**src/rtl/pe_issuer_pkg.sv**
```systemverilog
// Shared PE definitions: opcode encoding and issuer FSM states.
// Used by the issuer and the PE controller.
package pe_issuer_pkg;

   typedef enum logic [1:0] {
      OP_REST = 2'b00,
      OP_WGET = 2'b01,
      OP_M16  = 2'b10,
      OP_M8   = 2'b11
   } op_e;

   typedef enum logic [1:0] {
      ST_IDLE,
      ST_ISSUE,
      ST_DRAIN,
      ST_DONE
   } state_e;

   // Width able to hold values 0..n, never below one bit.
   function automatic int unsigned cnt_width(input int unsigned n);
      return (n < 2) ? 1 : $clog2(n + 1);
   endfunction

endpackage

```
**src/rtl/pe_issuer_if.sv**
```systemverilog
// Command, data and instruction-stream bundle between the issuer and its neighbours.
interface pe_issuer_if #(
   parameter int unsigned LEN_W = 8
);
   logic             cmd_valid;
   logic             cmd_ready;
   logic [1:0]       cmd_op;
   logic [LEN_W-1:0] cmd_len;
   logic             din_valid;
   logic             din_ready;
   logic [15:0]      din;
   logic [1:0]       ISout;
   logic [15:0]      Xout;
   logic             busy;
   logic             done;

   modport master (
      output cmd_valid, cmd_op, cmd_len, din_valid, din,
      input  cmd_ready, din_ready, ISout, Xout, busy, done
   );

   modport slave (
      input  cmd_valid, cmd_op, cmd_len, din_valid, din,
      output cmd_ready, din_ready, ISout, Xout, busy, done
   );
endinterface

```
**src/rtl/pe_issuer.sv**
```systemverilog
// Turns a command plus a stream of data words into the registered ISout/Xout
// instruction stream for the PE controller, with a rest drain after compute ops.
module pe_issuer
   import pe_issuer_pkg::*;
#(
   parameter int unsigned DRAIN_CYC = 4,
   parameter int unsigned LEN_W     = 8
) (
   input  logic        clk,
   input  logic        rst,
   pe_issuer_if.slave  bus
);

   localparam int unsigned DW = cnt_width(DRAIN_CYC);

   state_e           state, state_nxt;
   op_e              op_q;
   logic [LEN_W-1:0] beat_cnt;
   logic [DW-1:0]    drain_cnt;
   logic             last_beat;

   assign last_beat = bus.din_valid && (beat_cnt == LEN_W'(1));

   always_ff @(posedge clk) begin
      if (rst) state <= ST_IDLE;
      else     state <= state_nxt;
   end

   always_comb begin
      state_nxt = state;
      case (state)
         ST_IDLE:
            if (bus.cmd_valid) begin
               if (bus.cmd_op == OP_REST || bus.cmd_len == '0) state_nxt = ST_DONE;
               else                                            state_nxt = ST_ISSUE;
            end
         ST_ISSUE:
            if (last_beat) begin
               if (op_q == OP_WGET || DRAIN_CYC == 0) state_nxt = ST_DONE;
               else                                   state_nxt = ST_DRAIN;
            end
         ST_DRAIN:
            if (drain_cnt <= DW'(1)) state_nxt = ST_DONE;
         ST_DONE:
            state_nxt = ST_IDLE;
         default:
            state_nxt = ST_IDLE;
      endcase
   end

   always_comb begin
      bus.cmd_ready = (state == ST_IDLE);
      bus.din_ready = (state == ST_ISSUE);
      bus.busy      = (state != ST_IDLE);
      bus.done      = (state == ST_DONE);
   end

   // Every cycle without a data handshake registers a rest slot, which covers
   // idle, bubbles, drain and done alike.
   always_ff @(posedge clk) begin
      if (rst) begin
         op_q      <= OP_REST;
         beat_cnt  <= '0;
         drain_cnt <= '0;
         bus.ISout <= OP_REST;
         bus.Xout  <= '0;
      end else begin
         bus.ISout <= OP_REST;
         bus.Xout  <= '0;
         case (state)
            ST_IDLE:
               if (bus.cmd_valid) begin
                  op_q     <= op_e'(bus.cmd_op);
                  beat_cnt <= bus.cmd_len;
               end
            ST_ISSUE:
               if (bus.din_valid) begin
                  bus.ISout <= op_q;
                  bus.Xout  <= bus.din;
                  if (beat_cnt > LEN_W'(1)) beat_cnt <= beat_cnt - LEN_W'(1);
                  if (last_beat) drain_cnt <= DW'(DRAIN_CYC);
               end
            ST_DRAIN:
               if (drain_cnt != '0) drain_cnt <= drain_cnt - DW'(1);
            default: ;
         endcase
      end
   end

endmodule

```
**src/flat_wrapper.sv**
```systemverilog
// flat-port wrapper written by rule: the top's interface ports become plain ports
module pe_issuer_flat import pe_issuer_pkg::*;
#(
   parameter int unsigned DRAIN_CYC = 4,
   parameter int unsigned LEN_W     = 8
)
  (clk, rst, bus_cmd_valid, bus_cmd_op, bus_cmd_len, bus_din_valid, bus_din, bus_cmd_ready, bus_din_ready, bus_ISout, bus_Xout, bus_busy, bus_done);
  pe_issuer_if #(.LEN_W(LEN_W)) bus_i ();
  input  logic clk;
  input  logic rst;
  input wire logic [$bits(bus_i.cmd_valid)-1:0] bus_cmd_valid;
  input wire logic [$bits(bus_i.cmd_op)-1:0] bus_cmd_op;
  input wire logic [$bits(bus_i.cmd_len)-1:0] bus_cmd_len;
  input wire logic [$bits(bus_i.din_valid)-1:0] bus_din_valid;
  input wire logic [$bits(bus_i.din)-1:0] bus_din;
  output wire logic [$bits(bus_i.cmd_ready)-1:0] bus_cmd_ready;
  output wire logic [$bits(bus_i.din_ready)-1:0] bus_din_ready;
  output wire logic [$bits(bus_i.ISout)-1:0] bus_ISout;
  output wire logic [$bits(bus_i.Xout)-1:0] bus_Xout;
  output wire logic [$bits(bus_i.busy)-1:0] bus_busy;
  output wire logic [$bits(bus_i.done)-1:0] bus_done;
  assign bus_i.cmd_valid = bus_cmd_valid;
  assign bus_i.cmd_op = bus_cmd_op;
  assign bus_i.cmd_len = bus_cmd_len;
  assign bus_i.din_valid = bus_din_valid;
  assign bus_i.din = bus_din;
  assign bus_cmd_ready = bus_i.cmd_ready;
  assign bus_din_ready = bus_i.din_ready;
  assign bus_ISout = bus_i.ISout;
  assign bus_Xout = bus_i.Xout;
  assign bus_busy = bus_i.busy;
  assign bus_done = bus_i.done;
  pe_issuer #(.DRAIN_CYC(DRAIN_CYC), .LEN_W(LEN_W)) u_core (.clk(clk), .rst(rst), .bus(bus_i));
endmodule
```
**config.mk**
```make
export PLATFORM = sky130hd
export DESIGN_NAME = pe_issuer_flat
export DESIGN_NICKNAME = d
export VERILOG_FILES = /design/src/rtl/pe_issuer_pkg.sv /design/src/rtl/pe_issuer_if.sv /design/src/rtl/pe_issuer.sv /design/src/flat_wrapper.sv
export SDC_FILE = /design/constraint.sdc
export NUM_CORES = 1
export LEC_CHECK = 0
export CORE_UTILIZATION = 40
export CTS_CLUSTER_SIZE = 16
export DETAILED_ROUTE_END_ITERATION = 10
export PLACE_DENSITY = 0.85
export SYNTH_ARGS = -nofsm -noshare
export SYNTH_HDL_FRONTEND = slang
export SYNTH_SLANG_ARGS = --single-unit
```
**constraint.sdc**
```tcl
create_clock -name clk -period 1.7 [get_ports clk]
set_input_delay 0.425 -clock clk [delete_from_list [all_inputs] [get_ports clk]]
set_output_delay 0.425 -clock clk [all_outputs]
set_load 0.02 [all_outputs]
```
==> implementation parameters, run 1 <==
Parameter                              Value

Logic synthesis
  Average size of a mapped cell ... 8.825 um2
  Number of flip-flops and latches in the synthesized netlist ... 33
  Cells after Synth ... 169
  Count of different cell masters after synthesis ... 35
  Yosys warnings ... 0
  Sequential-to-total area share from yosys stat ... 0.4430
  Net Count, Synth ... 209
  Cell Area, Synth ... 1491 um2

Setup path
  Max incr delay on CP ... 0.54 ns
  Biggest fanout along the worst timing path ... 4
  Worst setup EP type ... flip-flop
  Startpoint Class ... flip-flop
  Cell occurring most often along the worst timing path ... sky130_fd_sc_hd__or4_4
  Critical path class ... flip-flop to flip-flop
  Required time of the critical path ... 1.93 ns
  Critical Path Slowest Stage Cell ... sky130_fd_sc_hd__or4_4
  Arrival time at the worst endpoint ... 2.05 ns
  Cells along the critical path ... or4_4 -> or4_4 -> nor3_2 -> o21ai_0 -> a21oi_2

Layout
  Area growth from synthesis to layout ... 63.51%
  Leading cell type in the layout, fill and taps excluded ... sky130_fd_sc_hd__clkdlybuf4s50_1
  Count of inserted antenna diode cells ... 0
  Fill count ... 241
  Final cell count without fillers ... 297
  Most frequent cells in the layout ... sky130_fd_sc_hd__clkdlybuf4s50_1 (47), sky130_fd_sc_hd__dfxtp_1 (31), sky130_fd_sc_hd__buf_4 (27)
  Post-route cell area ... 2439 um2
  Final nets ... 290
  Fraction of layout instances using a drive strength above 1 ... 0.2351

Placement
  Number of port buffers ... 51
  Placed Cells incl. Taps ... 288
  Placed wire-length estimate ... 2810 um
  Cell area after placement ... 2267 um2
  Placer's final routability congestion estimate ... 0.8318

Timing
  Count of final hold-check violations ... 0
  Setup tns final ... -0.1757 ns
  Peak Freq ... 548.9 MHz
  Slew Viols, Final ... 0
  Setup-failing EPs final ... 4
  Final critical-path required period ... 1.822 ns
  RSZ-0062 raised after global routing ... yes
  Transition time of the tightest slew-check pin ... 0.3636 ns
  Final worst setup slack ... -0.1219 ns
  Clock skew ... 0.004376 ns
  Crit share post-route ... 1.072
  Headroom to the max-slew limit ... 0.7551

Die
  Num rows ... 21
  Top Ports ... 52
  Die Footprint ... 3977 um2
  Height of the chip ... 63.06 um
  Width of the die ... 63.06 um
  Core ar. ... 3442 um2
  Initial cell density of the core ... 0.4333

Clock network
  Count of H-tree levels built during CTS ... 2
  Number of buffers created by CTS ... 5
  Number of hold-repair buffers added at the cts stage ... 0
  Clk slew on worst S/H paths ... 0.07 ns
  Clock insertion delay at the later pin of the skew report ... 0.29 ns
  Sink count of the clock tree ... 33
  TritonCTS clock tree ... built
  Max clock buf depth ... 2
  Clock tree root buffer cell ... sky130_fd_sc_hd__clkbuf_8

Power
  Max VDD drop ... 970.3 uV
  Pwr Density ... 1764 nW/um2
  Design Power ... 4.302 mW
  Static power due to leakage ... 0.9767 nW

Routing
  Routed len/inst ... 13.33 um
  Final wirelength ... 3959 um
  DR vias ... 1,476
  Drc violations ... 0
  Remaining antenna violation count ... 0
  Pre-antenna DRT Iters ... 4
  Initial drt markers ... 142
  Detailed-route vias per instance ... 4.970

Global routing
  Pin count of the biggest net entering global routing ... 19
  Combined global-route utilization of all metal layers ... 0.2099
  Number of global-route vias before repair ... 1,409
  First-pass GRT wire length ... 6341 um
  Initial antenna violation count ... 0
  Overflow after GRT ... 0

Flow run
  Number of maximum-capacitance constraint violations ... 0

Run status
  Result of the run ... complete, but fails checks
  Violations in the final reports ... negative setup slack

Hold path
  Path type of the worst min-delay path ... flip-flop to flip-flop
cell type report:
type                       instances  area, um2  area share
inverter                           9      33.78     0.01385
clock inverter                     1      30.03     0.01231
clock buffer                       7      86.33     0.03540
sequential                        33      663.1      0.2719
multi-input combinational        122      854.6      0.3504
tap                               46      57.56     0.02360
timing repair buffer              79      713.2      0.2925
path summary, 6_finish.rpt:
path	startpoint	to	slack, ns	cells after the start
min reg2reg	u_core.op_q[1]	u_core.op_q[1]	0.47	2
max reg2reg	u_core.beat_cnt[0]	u_core.beat_cnt[7]	-0.12	5
max	u_core.beat_cnt[0]	u_core.beat_cnt[7]	-0.12	5
min	u_core.op_q[1]	u_core.op_q[1]	0.47	2
what timing repair did:
| action | CTS | global route |
|---|---|---|
| endpoints found under the setup margin | 12 | 15 |
| endpoints found under the hold margin | 0 | 0 |
| gates cloned | 0 | 0 |
| buffers inserted | 1 | 0 |
| pin swaps | 3 | 5 |
| gates resized for setup | 14 | 12 |
Yosys cell counts:
| library cell | n | area, um2 |
|---|---|---|
| sky130_fd_sc_hd__a211o_1 | 1 | 8.760 |
| sky130_fd_sc_hd__a211oi_1 | 1 | 7.510 |
| sky130_fd_sc_hd__a21oi_1 | 14 | 70.07 |
| sky130_fd_sc_hd__a221oi_1 | 2 | 17.52 |
| sky130_fd_sc_hd__a221oi_2 | 1 | 15.01 |
| sky130_fd_sc_hd__a31oi_1 | 1 | 6.260 |
| sky130_fd_sc_hd__a41o_1 | 1 | 10.01 |
| sky130_fd_sc_hd__a41oi_1 | 1 | 8.760 |
| sky130_fd_sc_hd__and2_1 | 19 | 118.9 |
| sky130_fd_sc_hd__clkbuf_1 | 5 | 18.77 |
| sky130_fd_sc_hd__dfxtp_1 | 33 | 660.6 |
| sky130_fd_sc_hd__ha_1 | 10 | 125.1 |
| sky130_fd_sc_hd__inv_1 | 9 | 33.78 |
| sky130_fd_sc_hd__nand2_1 | 12 | 45.04 |
| sky130_fd_sc_hd__nand2b_1 | 2 | 12.51 |
| sky130_fd_sc_hd__nand3_1 | 3 | 15.01 |
| sky130_fd_sc_hd__nand3b_1 | 1 | 7.510 |
| sky130_fd_sc_hd__nor2_1 | 15 | 56.30 |
| sky130_fd_sc_hd__nor2b_1 | 3 | 18.77 |
| sky130_fd_sc_hd__nor3_1 | 5 | 25.02 |
| sky130_fd_sc_hd__nor3_2 | 1 | 10.01 |
| sky130_fd_sc_hd__nor4_1 | 3 | 18.77 |
| sky130_fd_sc_hd__nor4_2 | 1 | 12.51 |
| sky130_fd_sc_hd__o21a_1 | 1 | 7.510 |
| sky130_fd_sc_hd__o21ai_0 | 12 | 60.06 |
| sky130_fd_sc_hd__o21ai_1 | 1 | 5.000 |
| sky130_fd_sc_hd__o21ai_2 | 2 | 17.52 |
| sky130_fd_sc_hd__o21bai_1 | 1 | 7.510 |
| sky130_fd_sc_hd__o2bb2ai_1 | 1 | 8.760 |
| sky130_fd_sc_hd__o31ai_1 | 1 | 7.510 |
| sky130_fd_sc_hd__o32ai_1 | 1 | 8.760 |
| sky130_fd_sc_hd__or2_2 | 1 | 6.260 |
| sky130_fd_sc_hd__or3b_1 | 1 | 8.760 |
| sky130_fd_sc_hd__or4_4 | 2 | 22.52 |
| sky130_fd_sc_hd__xnor2_1 | 1 | 8.760 |
cell families (layout without fill, tap and decap cells):
logic type      count (synthesis)  count (layout)  synth area share
xor+xnor                        1               1          0.005874
buf+inv                        14              96           0.03523
flops                          33              33            0.4430
simple gates                   69              69            0.2533
compound gates                 42              42            0.1787
fa+ha+maj                      10              10           0.08389
routing by layer:
layer,track usage,vias up,share of wire
li1,-,746,-
met1,0.2483,682,0.45
met2,0.3495,41,0.48
met3,0.06884,7,0.051
met4,0.07849,0,0.022
met5,0,-,0
state kept, by name, indices dropped and copies added (netlist names):
name	count
u_core.state	2
u_core.beat_cnt	8
u_core.bus.ISout	2
u_core.bus.Xout	16
u_core.drain_cnt	3
u_core.op_q	2
stage by stage:
| stage | setup WS (ns) | utilization | hold slack [ns] |
|---|---|---|---|
| detailed placement | -0.1882 | 0.6587 | 0.4653 |
| global route | -0.1533 | 0.7085 | 0.4958 |
| global placement | -0.1068 | 0.6587 | 0.4533 |
| finish | -0.1219 | 0.7085 | 0.4693 |
| floorplan | -0.02971 | - | 0.4450 |
| CTS | -0.08475 | 0.7001 | 0.4728 |
power breakdown:
part | switching, mW | total, mW | internal (mW)
Clock | 0.289 | 0.766 | 0.477
Sequential | 0.148 | 1.09 | 0.946
Combinational | 1.22 | 2.44 | 1.22
Total | 1.66 | 4.30 | 2.65
critical path, delay by kind of cell (launching register included):
kind,cells,cell delay [ns]
AOI/OAI and AO/OA,2,0.32
DFF,1,0.34
and+or+nand+nor,3,1.11
No activity file was read; power rests on OpenSTA's default activity.
==> inputs of run 2 (changes only) <==
--- a/config.mk
+++ b/config.mk
@@ -8,6 +8,7 @@
 export CORE_UTILIZATION = 40
 export CTS_CLUSTER_SIZE = 16
 export DETAILED_ROUTE_END_ITERATION = 10
+export GPL_TIMING_DRIVEN = 0
 export PLACE_DENSITY = 0.85
 export SYNTH_ARGS = -nofsm -noshare
 export SYNTH_HDL_FRONTEND = slang
==> implementation parameters, run 2 (same netlist as run 1, synthesis figures left out) <==
Parameter                              Value

Setup path
  Critical path class ... flip-flop to flip-flop
  Required time of the critical path ... 1.85 ns (-0.08 ns)
  Critical Path Slowest Stage Cell ... sky130_fd_sc_hd__or4_4
  Biggest fanout along the worst timing path ... 3 (-1)
  Worst setup EP type ... flip-flop
  Max incr delay on CP ... 0.54 ns (about the same)
  Startpoint Class ... flip-flop
  Reg-to-reg slack, setup ... -0.1 ns (+0.02 ns)
  Arrival time at the worst endpoint ... 1.95 ns (-0.10 ns)
  Cell occurring most often along the worst timing path ... sky130_fd_sc_hd__or4_4
  Cells along the critical path ... or4_4 -> or4_4 -> and2_4 -> o21ai_2 -> a21oi_2

Routing
  Remaining antenna violation count ... 0 (unchanged)
  Detailed-route vias per instance ... 5.254 (+5.7%)
  Routed len/inst ... 14.09 um (+5.7%)
  Pre-antenna DRT Iters ... 4 (unchanged)
  Drc violations ... 0 (unchanged)
  Initial drt markers ... 64 (-55%)
  Final wirelength ... 3944 um (-0.38%)
  DR vias ... 1,471 (-0.34%)

Clock network
  Number of hold-repair buffers added at the cts stage ... 0 (unchanged)
  Sink count of the clock tree ... 33 (unchanged)
  TritonCTS clock tree ... built
  Number of buffers created by CTS ... 5 (unchanged)
  Clock insertion delay at the later pin of the skew report ... 0.29 ns (about the same)
  Clk slew on worst S/H paths ... 0.07 ns (about the same)
  Count of H-tree levels built during CTS ... 2 (unchanged)
  Clock tree root buffer cell ... sky130_fd_sc_hd__clkbuf_8
  Max clock buf depth ... 2 (unchanged)

Die
  Num rows ... 21 (unchanged)
  Initial cell density of the core ... 0.4333 (unchanged)
  Top Ports ... 52 (unchanged)
  Die Footprint ... 3977 um2 (unchanged)
  Width of the die ... 63.06 um (unchanged)
  Height of the chip ... 63.06 um (unchanged)
  Core ar. ... 3442 um2 (unchanged)

Timing
  Setup tns final ... -0.1609 ns (+0.01483 ns)
  Final critical-path required period ... 1.799 ns (-0.02272 ns)
  Setup-failing EPs final ... 3 (-1)
  Crit share post-route ... 1.058 (-0.01336)
  Final worst setup slack ... -0.09916 ns (+0.02272 ns)
  Peak Freq ... 555.8 MHz (+1.3%)
  Clock skew ... 0.004492 ns (+0.0001154 ns)
  Worst Hold Margin ... 0.4800 ns (+0.01075 ns)
  Slew Viols, Final ... 0 (unchanged)
  Headroom to the max-slew limit ... 0.6518 (-0.1033)
  RSZ-0062 raised after global routing ... yes
  Transition time of the tightest slew-check pin ... 0.5224 ns (+0.1588 ns)
  Count of final hold-check violations ... 0 (unchanged)

Run status
  Result of the run ... complete, but fails checks
  Violations in the final reports ... negative setup slack

Global routing
  Initial antenna violation count ... 0 (unchanged)
  Combined global-route utilization of all metal layers ... 0.2161 (+0.006223)
  First-pass GRT wire length ... 6624 um (+4.5%)
  Overflow after GRT ... 0 (unchanged)
  Pin count of the biggest net entering global routing ... 11 (-8)
  Number of global-route vias before repair ... 1,474 (+4.6%)

Layout
  Fill count ... 244 (+1.2%)
  Largest Register ... u_core.bus.Xout
  Most frequent cells in the layout ... sky130_fd_sc_hd__clkdlybuf4s50_1 (46), sky130_fd_sc_hd__dfxtp_1 (26), sky130_fd_sc_hd__and2_1 (18)
  Final core area utilization ... 0.6841 (-0.02436)
  Fraction of layout instances using a drive strength above 1 ... 0.2350 (about the same)
  Area growth from synthesis to layout ... 57.89%
  Count of inserted antenna diode cells ... 0 (unchanged)
  Leading cell type in the layout, fill and taps excluded ... sky130_fd_sc_hd__clkdlybuf4s50_1
  Registers with the most flip-flops ... u_core.bus.Xout x16, u_core.beat_cnt x8, u_core.drain_cnt x3
  Number of flip-flops in the largest register ... 16 (unchanged)
  Final nets ... 273 (-5.9%)

Flow run
  Number of maximum-capacitance constraint violations ... 0 (unchanged)

Power
  Int Pwr ... 2.522 mW (-4.7%)
  Max VDD drop ... 818.3 uV (-16%)
  Share of total power in sequential cells ... 0.283 (+0.029)
  Net switching power ... 1.669 mW (+0.86%)
  Static power due to leakage ... 0.8946 nW (-8.4%)
  Pwr Density ... 1780 nW/um2 (+0.90%)
  Part of the power in the clock network ... 0.180 (+0.002)
  Switching power share of the total ... 0.3983 (+0.01353)
  Portion of total power attributed to combinational logic ... 0.537 (-0.031)

Placement
  Placer's final routability congestion estimate ... 0.8253 (-0.78%)
  Post-placement setup slack ... -0.3150 ns (-0.1268 ns)
  Placed wire-length estimate ... 2560 um (-8.9%)
  Number of port buffers ... 50 (-2.0%)

Hold path
  Path type of the worst min-delay path ... flip-flop to flip-flop
## run 2: cell count changes in the layout (fill, tap and decap cells not counted), sizes merged
cell / change
buf: -21
clkdlybuf4s15: +1
clkbuf: +4
clkdlybuf4s50: -1
## run 2: cell type report
class | instances | area (um2) | area share
inverters | 9 | 33.78 | 0.01435
plain buffers | 5 | 22.52 | 0.009564
repair buffers | 57 | 549.3 | 0.2333
flip-flops and latches | 33 | 671.9 | 0.2853
clock inverters | 1 | 30.03 | 0.01275
multi-input cells | 122 | 903.4 | 0.3836
well taps | 46 | 57.56 | 0.02444
clock buffers | 7 | 86.33 | 0.03666
## run 2: worst paths after layout
path / from / end / cells past startpoint
min: u_core.op_q[1] / u_core.op_q[1] / 2
max reg2reg: u_core.beat_cnt[1] / u_core.beat_cnt[7] / 5
min reg2reg: u_core.op_q[1] / u_core.op_q[1] / 2
max: u_core.beat_cnt[1] / u_core.beat_cnt[7] / 5
## run 2: through the flow
step | cells | cell area, um2 | total power, mW
2_1_floorplan | 169 | 1515 | 2.365
3_3_place_gp | 265 | 2073 | 2.797
3_5_place_dp | 265 | 2073 | 2.845
4_1_cts | 278 | 2302 | 3.948
5_1_grt | 280 | 2355 | 4.463
6_report | 280 | 2355 | 4.191
## run 2: critical path: cells and delay by family (launching register included)
| kind | cells | cell delay (ns) |
|---|---|---|
| compound gates | 2 | 0.19 |
| simple gates | 3 | 1.14 |
| flops | 1 | 0.34 |
## run 2: what timing repair did
item / 4_1_cts / 5_1_grt
buffers inserted: 5 / 2
cloned: 0 / 0
pin swaps: 5 / 4
setup endpoints to repair: 25 / 26
resized for setup: 29 / 18
## run 2: power groups by stage
stage	registers, mW	clock network [mW]	logic [mW]
detailed placement	1.12	0	1.72
finish	1.19	0.755	2.25
CTS	1.15	0.764	2.04
global placement	1.11	0	1.68
floorplan	1.12	0	1.24
global route	1.21	0.812	2.44
## run 2: routing by layer
layer | wire [um] | up-vias | share of wire | track usage
li1 | - | 718 | - | -
met1 | 1651 | 686 | 0.42 | 0.2363
met2 | 1945 | 57 | 0.49 | 0.3656
met3 | 215 | 10 | 0.055 | 0.05072
met4 | 131 | 0 | 0.033 | 0.1512
met5 | 0 | - | 0 | 0
==> inputs of run 3 (changes only) <==
--- a/config.mk
+++ b/config.mk
@@ -5,11 +5,12 @@
 export SDC_FILE = /design/constraint.sdc
 export NUM_CORES = 1
 export LEC_CHECK = 0
-export CORE_UTILIZATION = 40
+export CORE_UTILIZATION = 44
 export CTS_CLUSTER_SIZE = 16
 export DETAILED_ROUTE_END_ITERATION = 10
+export GPL_ROUTABILITY_DRIVEN = 0
 export GPL_TIMING_DRIVEN = 0
-export PLACE_DENSITY = 0.85
+export PLACE_DENSITY = 0.88
 export SYNTH_ARGS = -nofsm -noshare
 export SYNTH_HDL_FRONTEND = slang
 export SYNTH_SLANG_ARGS = --single-unit
==> constraint.sdc (replaced) <==
create_clock -name clk -period 1.78 [get_ports clk]
set_input_delay 0.445 -clock clk [delete_from_list [all_inputs] [get_ports clk]]
set_output_delay 0.445 -clock clk [all_outputs]
set_load 0.02 [all_outputs]
==> implementation parameters, run 3 (same netlist as run 1, synthesis figures left out) <==
Parameter                              Value

Flow run
  Number of maximum-capacitance constraint violations ... 0 (unchanged)

Timing
  Final critical-path required period ... 1.808 ns (+0.008630 ns)
  Worst Hold Margin ... 0.4801 ns (+0.00005600 ns)
  Final worst setup slack ... -0.02779 ns (+0.07137 ns)
  Crit share post-route ... 1.016 (-0.04272)
  Count of final hold-check violations ... 0 (unchanged)
  Peak Freq ... 553.2 MHz (-0.48%)
  Clock skew ... 0.004620 ns (+0.0001279 ns)
  Headroom to the max-slew limit ... 0.6376 (-0.01410)
  RSZ-0062 raised after global routing ... yes
  Setup-failing EPs final ... 1 (-2)
  Transition time of the tightest slew-check pin ... 0.5435 ns (+0.02115 ns)
  Slew Viols, Final ... 0 (unchanged)

Clock network
  Number of buffers created by CTS ... 5 (unchanged)
  Clock insertion delay at the later pin of the skew report ... 0.34 ns (+0.05 ns)
  Clk slew on worst S/H paths ... 0.10 ns (+0.03 ns)
  Sink count of the clock tree ... 33 (unchanged)
  Max clock buf depth ... 2 (unchanged)
  Number of hold-repair buffers added at the cts stage ... 0 (unchanged)
  Count of H-tree levels built during CTS ... 2 (unchanged)
  TritonCTS clock tree ... built
  Clock tree root buffer cell ... sky130_fd_sc_hd__clkbuf_4

Power
  Pwr Density ... 1658 nW/um2 (-6.8%)
  Max VDD drop ... 875.9 uV (+7.0%)
  Static power due to leakage ... 0.8629 nW (-3.5%)

Setup path
  Required time of the critical path ... 2.00 ns (+0.15 ns)
  Worst setup EP type ... flip-flop
  Startpoint Class ... flip-flop
  Critical path class ... flip-flop to flip-flop
  Biggest fanout along the worst timing path ... 4 (+1)
  Cells along the critical path ... or4_4 -> or4_4 -> and2_4 -> o21ai_2 -> a21oi_2
  Arrival time at the worst endpoint ... 2.03 ns (+0.08 ns)
  Max incr delay on CP ... 0.53 ns (about the same)
  Critical Path Slowest Stage Cell ... sky130_fd_sc_hd__or4_4
  Cell occurring most often along the worst timing path ... sky130_fd_sc_hd__or4_4

Die
  Die Footprint ... 3626 um2 (-8.8%)
  Num rows ... 20 (-4.8%)
  Height of the chip ... 60.22 um (-4.5%)
  Initial cell density of the core ... 0.4768 (+0.04350)
  Core ar. ... 3128 um2 (-9.1%)
  Top Ports ... 52 (unchanged)
  Width of the die ... 60.22 um (-4.5%)

Global routing
  Number of global-route vias before repair ... 1,303 (-12%)
  Pin count of the biggest net entering global routing ... 12 (+1)
  Initial antenna violation count ... 0 (unchanged)
  Overflow after GRT ... 0 (unchanged)
  First-pass GRT wire length ... 5823 um (-12%)
  Combined global-route utilization of all metal layers ... 0.2223 (+0.006149)

Routing
  Detailed-route vias per instance ... 5.219 (-0.66%)
  Final wirelength ... 3915 um (-0.74%)
  Drc violations ... 0 (unchanged)
  Initial drt markers ... 133 (+110%)
  Pre-antenna DRT Iters ... 4 (unchanged)
  Remaining antenna violation count ... 0 (unchanged)
  Routed len/inst ... 14.29 um (+1.4%)
  DR vias ... 1,430 (-2.8%)

Layout
  Registers with the most flip-flops ... u_core.bus.Xout x16, u_core.beat_cnt x8, u_core.drain_cnt x3
  Area growth from synthesis to layout ... 52.01%
  Largest Register ... u_core.bus.Xout
  Final nets ... 269 (-1.5%)
  Most frequent cells in the layout ... sky130_fd_sc_hd__clkdlybuf4s50_1 (46), sky130_fd_sc_hd__dfxtp_1 (28), sky130_fd_sc_hd__and2_1 (18)
  Number of flip-flops in the largest register ... 16 (unchanged)
  Final cell count without fillers ... 274 (-2.1%)
  Leading cell type in the layout, fill and taps excluded ... sky130_fd_sc_hd__clkdlybuf4s50_1
  Count of inserted antenna diode cells ... 0 (unchanged)
  Fraction of layout instances using a drive strength above 1 ... 0.1870 (-0.04809)
  Post-route cell area ... 2267 um2 (-3.7%)

Placement
  Number of port buffers ... 50 (unchanged)
  Cell area after placement ... 2066 um2 (-0.36%)
  Placed wire-length estimate ... 2676 um (+4.5%)
  Placed Cells incl. Taps ... 263 (-0.75%)

Run status
  Violations in the final reports ... negative setup slack
  Result of the run ... complete, but fails checks

Hold path
  Path type of the worst min-delay path ... flip-flop to flip-flop
[run 3: worst max-delay path, delay by kind of cell (launching register included)]
family / cells / cell delay, ns
and+or+nand+nor: 3 / 1.14
DFF: 1 / 0.37
AOI/OAI and AO/OA: 2 / 0.17
[run 3: area by class of cell]
class                      count  area, um2
multi-input combinational    122      870.8
fill                         219      860.8
sequential                    33      669.4
timing repair buffer          53      513.0
clock inverter                 3      65.06
tap                           44      55.05
clock buffer                   5      37.54
inverter                       9      36.28
buffer                         5      20.02
[run 3: layer usage]
layer / up-vias / GRT usage / wire [um]
met5: - / 0 / 0
met3: 12 / 0.04545 / 200
li1: 707 / - / -
met4: 0 / 0.1429 / 113
met1: 662 / 0.2736 / 1667
met2: 49 / 0.3485 / 1933
[run 3: where the power goes]
group	switching (mW)	internal, mW	total [mW]	leakage, nW
logic	1.06	0.890	1.95	0.537
clock network	0.263	0.435	0.698	0.0552
registers	0.197	0.914	1.11	0.271
total	1.52	2.24	3.76	0.863
[run 3: through the flow]
stage	power [mW]	setup slack [ns]	util	setup TNS, ns
after global placement	2.646	-0.2034	0.6604	-2.698
after global routing	4.010	-0.1060	0.7248	-0.2232
after CTS	3.594	0.001467	0.7144	0
after floorplan	2.233	0.02676	-	0
after detailed placement	2.684	-0.2294	0.6604	-3.120
final	3.759	-0.02779	0.7248	-0.02779
[run 3: path summary, 6_finish.rpt]
kind,startpoint,to,slack [ns],depth (start not counted)
worst max-delay path,u_core.beat_cnt[0],u_core.beat_cnt[7],-0.03,5
worst min-delay path,u_core.op_q[1],u_core.op_q[1],0.48,2
worst max register to register,u_core.beat_cnt[0],u_core.beat_cnt[7],-0.03,5
worst min register to register,u_core.op_q[1],u_core.op_q[1],0.48,2
[run 3: repair_timing]
action,CTS,global route
buffers inserted,3,0
pin swaps,4,5
resized for setup,23,17
endpoints found under the setup margin,21,25
